[config.mk]
export PLATFORM = sky130hd
export DESIGN_NAME = seq_detect_ctrl_flat
export DESIGN_NICKNAME = d
export VERILOG_FILES = /design/src/rtl/seq_detect_ctrl_if.sv /design/src/rtl/seq_detect_ctrl.sv /design/src/flat_wrapper.sv
export SDC_FILE = /design/constraint.sdc
export NUM_CORES = 1
export LEC_CHECK = 0
export ABC_AREA = 1
export CAP_MARGIN = 20
export CORE_AREA = 2 2 92 72
export CTS_CLUSTER_DIAMETER = 80
export CTS_CLUSTER_SIZE = 25
export DETAILED_ROUTE_END_ITERATION = 10
export DIE_AREA = 0 0 94 74
export PLACE_DENSITY_LB_ADDON = 0.15
export REMOVE_ABC_BUFFERS = 1
export SYNTH_ARGS = -nofsm -noshare
export SYNTH_HDL_FRONTEND = slang
export SYNTH_SLANG_ARGS = --single-unit
[constraint.sdc]
create_clock -name clk -period 2.5 [get_ports clk]
set_input_delay 0.5 -clock clk [delete_from_list [all_inputs] [get_ports clk]]
set_output_delay 0.5 -clock clk [all_outputs]
set_load 0.05 [all_outputs]
[src/rtl/seq_detect_ctrl_if.sv]
// seq_detect_ctrl_if: configuration, control, serial data and status bundle for the pattern detector
interface seq_detect_ctrl_if #(
    parameter int PAT_W = 8,
    parameter int LEN_W = 4,
    parameter int CNT_W = 8
);
    logic             cfg_we;
    logic [PAT_W-1:0] cfg_pattern;
    logic [LEN_W-1:0] cfg_len;
    logic             cfg_overlap;
    logic [CNT_W-1:0] cfg_limit;
    logic             start;
    logic             abort;
    logic             x;
    logic             y;
    logic             busy;
    logic             done;
    logic [CNT_W-1:0] match_cnt;

    modport master (
        output cfg_we, cfg_pattern, cfg_len, cfg_overlap, cfg_limit, start, abort, x,
        input  y, busy, done, match_cnt
    );

    modport slave (
        input  cfg_we, cfg_pattern, cfg_len, cfg_overlap, cfg_limit, start, abort, x,
        output y, busy, done, match_cnt
    );
endinterface

[src/rtl/seq_detect_ctrl.sv]
// seq_detect_ctrl: programmable serial-pattern detector with run control, match counting and limit
module seq_detect_ctrl #(
    parameter int PAT_W = 8,
    parameter int LEN_W = 4,
    parameter int CNT_W = 8
) (
    input  logic                clk,
    input  logic                rst_n,
    seq_detect_ctrl_if.slave    bus
);
    typedef enum logic [1:0] {S_IDLE, S_RUN, S_DONE} state_t;

    localparam logic [LEN_W-1:0] P_MAX = LEN_W'(PAT_W);

    state_t           r_state;
    logic [PAT_W-1:0] r_hist;
    logic [PAT_W-1:0] r_pat;
    logic [LEN_W-1:0] r_fill;
    logic [LEN_W-1:0] r_len;
    logic             r_ovl;
    logic [CNT_W-1:0] r_limit;
    logic [CNT_W-1:0] r_cnt;
    logic             r_busy;
    logic             r_done;

    logic [LEN_W-1:0] w_len_eff;
    logic [PAT_W:0]   w_one_sh;
    logic [PAT_W-1:0] w_mask;
    logic             w_hit;
    logic             w_y;
    logic [LEN_W-1:0] w_fill_inc;
    logic             w_last;

    // Length clamping at load, window compare against the low L pattern bits, and the Mealy match
    always_comb begin
        w_len_eff  = (bus.cfg_len == '0) ? LEN_W'(1) : (bus.cfg_len > P_MAX) ? P_MAX : bus.cfg_len;
        w_one_sh   = (PAT_W+1)'(1) << r_len;
        w_mask     = PAT_W'(w_one_sh - 1'b1);
        w_hit      = ((({r_hist[PAT_W-2:0], bus.x} ^ r_pat) & w_mask) == '0);
        w_y        = rst_n && (r_state == S_RUN) && !bus.abort && (r_fill >= r_len - 1'b1) && w_hit;
        w_fill_inc = (r_fill == P_MAX) ? P_MAX : r_fill + 1'b1;
        w_last     = (r_limit != '0) && (r_cnt + 1'b1 == r_limit);
    end

    assign bus.y         = w_y;
    assign bus.busy      = r_busy;
    assign bus.done      = r_done;
    assign bus.match_cnt = r_cnt;

    // Control FSM: config latching outside RUN, history/fill tracking, match counting and limit stop
    always_ff @(posedge clk) begin
        if (!rst_n) begin
            r_state <= S_IDLE;
            r_hist  <= '0;
            r_fill  <= '0;
            r_cnt   <= '0;
            r_pat   <= PAT_W'(3'b111);
            r_len   <= LEN_W'(3);
            r_ovl   <= 1'b1;
            r_limit <= '0;
            r_busy  <= 1'b0;
            r_done  <= 1'b0;
        end else begin
            if (r_state != S_RUN && bus.cfg_we) begin
                r_pat   <= bus.cfg_pattern;
                r_len   <= w_len_eff;
                r_ovl   <= bus.cfg_overlap;
                r_limit <= bus.cfg_limit;
            end
            case (r_state)
                S_RUN: begin
                    if (bus.abort) begin
                        r_state <= S_IDLE;
                        r_busy  <= 1'b0;
                    end else begin
                        r_hist <= {r_hist[PAT_W-2:0], bus.x};
                        r_fill <= (w_y && !r_ovl) ? '0 : w_fill_inc;
                        if (w_y) begin
                            r_cnt <= (&r_cnt) ? r_cnt : r_cnt + 1'b1;
                            if (w_last) begin
                                r_state <= S_DONE;
                                r_busy  <= 1'b0;
                                r_done  <= 1'b1;
                            end
                        end
                    end
                end
                default: begin
                    if (bus.start && !bus.abort) begin
                        r_state <= S_RUN;
                        r_hist  <= '0;
                        r_fill  <= '0;
                        r_cnt   <= '0;
                        r_busy  <= 1'b1;
                        r_done  <= 1'b0;
                    end
                end
            endcase
        end
    end
endmodule
[src/flat_wrapper.sv]
// flat-port wrapper written by rule: the top's interface ports become plain ports
module seq_detect_ctrl_flat 
#(
    parameter int PAT_W = 8,
    parameter int LEN_W = 4,
    parameter int CNT_W = 8
)
  (clk, rst_n, bus_cfg_we, bus_cfg_pattern, bus_cfg_len, bus_cfg_overlap, bus_cfg_limit, bus_start, bus_abort, bus_x, bus_y, bus_busy, bus_done, bus_match_cnt);
  seq_detect_ctrl_if #(.PAT_W(PAT_W), .LEN_W(LEN_W), .CNT_W(CNT_W)) bus_i ();
  input  logic clk;
  input  logic rst_n;
  input wire logic [$bits(bus_i.cfg_we)-1:0] bus_cfg_we;
  input wire logic [$bits(bus_i.cfg_pattern)-1:0] bus_cfg_pattern;
  input wire logic [$bits(bus_i.cfg_len)-1:0] bus_cfg_len;
  input wire logic [$bits(bus_i.cfg_overlap)-1:0] bus_cfg_overlap;
  input wire logic [$bits(bus_i.cfg_limit)-1:0] bus_cfg_limit;
  input wire logic [$bits(bus_i.start)-1:0] bus_start;
  input wire logic [$bits(bus_i.abort)-1:0] bus_abort;
  input wire logic [$bits(bus_i.x)-1:0] bus_x;
  output wire logic [$bits(bus_i.y)-1:0] bus_y;
  output wire logic [$bits(bus_i.busy)-1:0] bus_busy;
  output wire logic [$bits(bus_i.done)-1:0] bus_done;
  output wire logic [$bits(bus_i.match_cnt)-1:0] bus_match_cnt;
  assign bus_i.cfg_we = bus_cfg_we;
  assign bus_i.cfg_pattern = bus_cfg_pattern;
  assign bus_i.cfg_len = bus_cfg_len;
  assign bus_i.cfg_overlap = bus_cfg_overlap;
  assign bus_i.cfg_limit = bus_cfg_limit;
  assign bus_i.start = bus_start;
  assign bus_i.abort = bus_abort;
  assign bus_i.x = bus_x;
  assign bus_y = bus_i.y;
  assign bus_busy = bus_i.busy;
  assign bus_done = bus_i.done;
  assign bus_match_cnt = bus_i.match_cnt;
  seq_detect_ctrl #(.PAT_W(PAT_W), .LEN_W(LEN_W), .CNT_W(CNT_W)) u_core (.clk(clk), .rst_n(rst_n), .bus(bus_i));
endmodule
==> Flow_metrics.wiki <==
{| class="wikitable"
! Metric !! Value
|-
| Core footprint || approximately 6000 um^2
|-
| Final Setup Violations || 1
|-
| Horiz. Die Dim || around 94 um
|-
| Internal portion of total power || 1.33 mW
|-
| Minimum setup slack in the final design || -0.0572 ns
|-
| Full die area || slightly below 7000 um^2
|-
| Total number of nets in the final design || 492
|-
| # diodes || 0
|-
| Num CTS Buffers || 5
|-
| Die height || 74 um
|-
| Net switching power || roughly 580 uW
|-
| Area growth from synthesis to final layout || 32.6%
|-
| Finished Cell Area || roughly 3500 um^2
|-
| First-pass GRT wire length || 11600 um
|-
| Mean cell area of the mapped netlist || ~6.7 um^2
|-
| Adder-cell area share of the yosys netlist || a little over 6%
|-
| Placed Cells || approximately 520
|-
| Endpoint class of the critical path || output port
|-
| Count of standard-cell rows || 25
|-
| Worst Path Required || 2.00 ns
|-
| Via/cell ratio || between 5 and 6
|-
| Final antenna-violating net count || 0
|-
| Average wire length per cell after detail routing || between 10 and 15 um
|-
| Smallest hold slack || about 0.46 ns
|-
| Async S/R FF share, synth || 0%
|-
| DP HPWL || just under 5000 um
|-
| Via count of the first global-routing pass || 2456
|-
| Cell area reported after detailed placement || ~3200 um^2
|-
| Fraction of layout cells with a size suffix above 1 || 14.6%
|-
| Main combinational cell family by area after synthesis || simple AND/OR/NAND/NOR gates
|-
| Clock Tree Root || sky130_fd_sc_hd__clkbuf_8
|-
| Pin count of the biggest net entering global routing || 34
|-
| CTS Hold Buffers Added || 0
|-
| Transition time of the tightest slew-check pin || a little under 0.6 ns
|-
| Max Clock Freq || a little under 0.4 GHz
|-
| Static power due to leakage || 1.59 nW
|-
| Outcome || complete, but fails checks
|-
| Proportion of total power due to net switching || between 30 and 40%
|-
| Area of the mapped netlist || roughly 2600 um^2
|-
| Kind of start point of the critical path || flop
|-
| GRT Resource Usage Total || 21.2%
|-
| Fin util || between 50% and 60%
|-
| H-tree levels || 2
|-
| Place WS || -0.0584 ns
|-
| Clock tree from TritonCTS || built
|-
| Share of synthesized area spent on multiplexers || 0%
|-
| Max-slew violation count || 0
|-
| Vias || ~2700
|-
| Crit path arrival time || between 2 and 2.5 ns
|-
| Complex-gate fraction of the synthesized area || between 10% and 20%
|-
| Part of the total power dissipated in combinational logic || 25.6%
|-
| Synthesized netlist cell count || between 300 and 400
|-
| Clock insertion delay at the later pin of the skew report || roughly 0.3 ns
|-
| Total Neg Setup Slack || -0.0572 ns
|-
| Starting utilization of the core area || about 43%
|-
| Number of enable flip-flop cells after synthesis || 0
|-
| Unrepaired setup endpoints after global routing || yes
|-
| Class of the worst hold path || reg -> reg
|-
| Iter 0 DRT Violations || between 150 and 200
|-
| Fillers || between 600 and 700
|-
| Flip-flop and latch count after synthesis || 43
|-
| Remaining max-slew budget at the tightest pin || roughly three fifths
|-
| Tcrit/Tclk final || 102%
|-
| Final hold violation count || 0
|-
| Failing checks || negative setup slack
|-
| Total power density per cell area || 549 nW/um^2
|-
| Number of design rule violations left after detail routing || 0
|-
| Drt pass-1 iters || 4
|-
| Deepest clock path buffer count || 2
|-
| Part of the Yosys area used for sequential elements || about 33%
|-
| Seq pwr share || between 40 and 50%
|-
| Parity-gate share of the synthesized area counting xor and xnor cells || under 10%
|-
| Worst-path clk slew || about 0.080 ns
|-
| Clock share of power || about a third
|-
| Maximum fanout along the worst path || 5
|-
| Simple-Gate Fraction of Synth Area || a little over a third
|-
| Gp weighted congestion || roughly 0.85
|-
| Maximum clock skew at final layout || around 0.0082 ns
|-
| Aggregate routed wire length || approximately 7000 um
|-
| Clock period minus worst slack || approximately 2.6 ns
|-
| Primary flip-flop cell chosen by synthesis mapping || sky130_fd_sc_hd__dfxtp_1
|-
| Distinct cell type count after synthesis || 33
|-
| Number of I/O port buffers || 37
|-
| Initial antenna violation count || 0
|-
| Worst supply voltage drop on vdd || about 280 uV
|-
| Yosys synthesis warning count || 0
|-
| Clock tree sinks || 43
|-
| Number of top-level design ports || 38
|-
| Critical path class || reg -> out
|-
| Max-capacitance violation count || 0
|-
| Total design power || between 1.5 and 2 mW
|-
| Leftover overflow at the end of global routing || 0
|-
| Final Instance Count excl. Fillers || between 500 and 600
|}
-- what timing repair did --
action                                  in CTS  in global routing
endpoints found under the setup margin       1                 10
gates resized for setup                     22                  6
setup buffers                                5                  3
pin swaps                                    6                  6
endpoints found under the hold margin        0                  0
cloned                                       0                  1
-- per-layer routing --
| layer | vias to the layer above | track usage [%] | share of wire, % |
|---|---|---|---|
| met5 | - | 0 | 0 |
| met4 | 0 | 5.96 | 1.2 |
| met3 | 9 | 3.65 | 6.0 |
| met2 | 78 | 31.0 | 40 |
| met1 | 1240 | 32.2 | 52 |
| li1 | 1392 | - | - |
-- flip-flops by register name (all words and copies together) (netlist names) --
register and flops:
u_core.r_ovl 1, u_core.r_hist 7, u_core.r_state 2, u_core.bus.match_cnt 8, u_core.r_limit 8, u_core.r_fill 4, u_core.r_len 4, u_core.r_pat 8
u_core.bus.done 1
-- critical path, cell delays in order, from the launching register on --
cell and delay, ns:
sky130_fd_sc_hd__dfxtp_2 0.36, sky130_fd_sc_hd__inv_4 0.05, sky130_fd_sc_hd__ha_4 0.24, sky130_fd_sc_hd__ha_4 0.27, sky130_fd_sc_hd__inv_2 0.03, sky130_fd_sc_hd__o21bai_1 0.13
sky130_fd_sc_hd__nand3_1 0.09, sky130_fd_sc_hd__nand3_1 0.08, sky130_fd_sc_hd__nand2_1 0.08, sky130_fd_sc_hd__nor2_2 0.09, sky130_fd_sc_hd__nand2_2 0.07, sky130_fd_sc_hd__nor2_4 0.12
sky130_fd_sc_hd__buf_12 0.14
-- logic make-up (layout without fill, tap and decap cells) --
| group | after synthesis | in the layout |
|---|---|---|
| AO/OA/AOI/OAI | 50 | 50 |
| XOR/XNOR | 12 | 12 |
| adder cells (fa/ha/maj) | 13 | 13 |
| buffers and inverters | 63 | 122 |
| flip-flops | 43 | 43 |
| AND/OR/NAND/NOR | 212 | 213 |
-- synth_stat cells (all sizes together) (2+ instances only) --
cell / instances / area, um^2
o32ai: 2 / 17.5
nand4: 14 / 87.6
inv: 52 / 195
xor2: 9 / 78.8
nand3: 44 / 238
xnor2: 3 / 26.3
a21oi: 17 / 85.1
buf: 2 / 16.3
nor2: 49 / 199
nand2: 103 / 404
clkbuf: 8 / 35.0
o211ai: 4 / 30.0
ha: 13 / 163
o21ai: 23 / 130
dfxtp: 43 / 861
nand3b: 2 / 15.0
o21bai: 2 / 15.0
-- cell type report --
cell class / instances / area (um^2) / area share, %
clock buffers: 6 / 72.6 / 2.09
clock inverters: 2 / 60.1 / 1.73
multi-input cells: 288 / 1600 / 46.0
inverters: 53 / 204 / 5.87
flip-flops and latches: 43 / 868 / 25.0
well taps: 81 / 101 / 2.92
repair buffers: 61 / 568 / 16.4
-- cells in the final DEF, fill, tap and decap left out, types with 3 or more instances in the layout --
cell and count:
sky130_fd_sc_hd__buf_4 22, sky130_fd_sc_hd__inv_1 46, sky130_fd_sc_hd__xnor2_1 3, sky130_fd_sc_hd__clkdlybuf4s50_1 36, sky130_fd_sc_hd__nor2_2 3, sky130_fd_sc_hd__o21ai_0 20, sky130_fd_sc_hd__nor2_1 44, sky130_fd_sc_hd__ha_4 4
sky130_fd_sc_hd__clkbuf_8 5, sky130_fd_sc_hd__a21oi_1 17, sky130_fd_sc_hd__nand3_1 41, sky130_fd_sc_hd__dfxtp_1 39, sky130_fd_sc_hd__nand2_1 95, sky130_fd_sc_hd__xor2_1 9, sky130_fd_sc_hd__dfxtp_2 3, sky130_fd_sc_hd__ha_1 9
sky130_fd_sc_hd__inv_2 4, sky130_fd_sc_hd__nand4_1 14, sky130_fd_sc_hd__o211ai_1 4, sky130_fd_sc_hd__nand2_2 7
-- path summary, 6_finish.rpt --
kind	startpoint	endpoint	slack, ns	cells past startpoint
max	u_core.r_len[0]$_SDFFE_PN1P_	bus_y	-0.06	12
min	u_core.bus.done$_SDFFE_PN0P_	u_core.bus.done$_SDFFE_PN0P_	0.46	2
max reg2reg	u_core.r_len[0]$_SDFFE_PN1P_	u_core.bus.match_cnt[6]$_SDFFE_PN0P_	0.11	16
min reg2reg	u_core.bus.done$_SDFFE_PN0P_	u_core.bus.done$_SDFFE_PN0P_	0.46	2
-- power groups by stage --
stage	clock [mW]	combinational [mW]	sequential (mW)
final	0.652	0.487	0.768
after global routing	0.696	0.538	0.774
after CTS	0.666	0.470	0.768
after detailed placement	0	0.440	0.781
after global placement	0	0.434	0.781
after floorplan	0	0.240	0.814
Note: power is estimated with default switching activity, not from simulation.
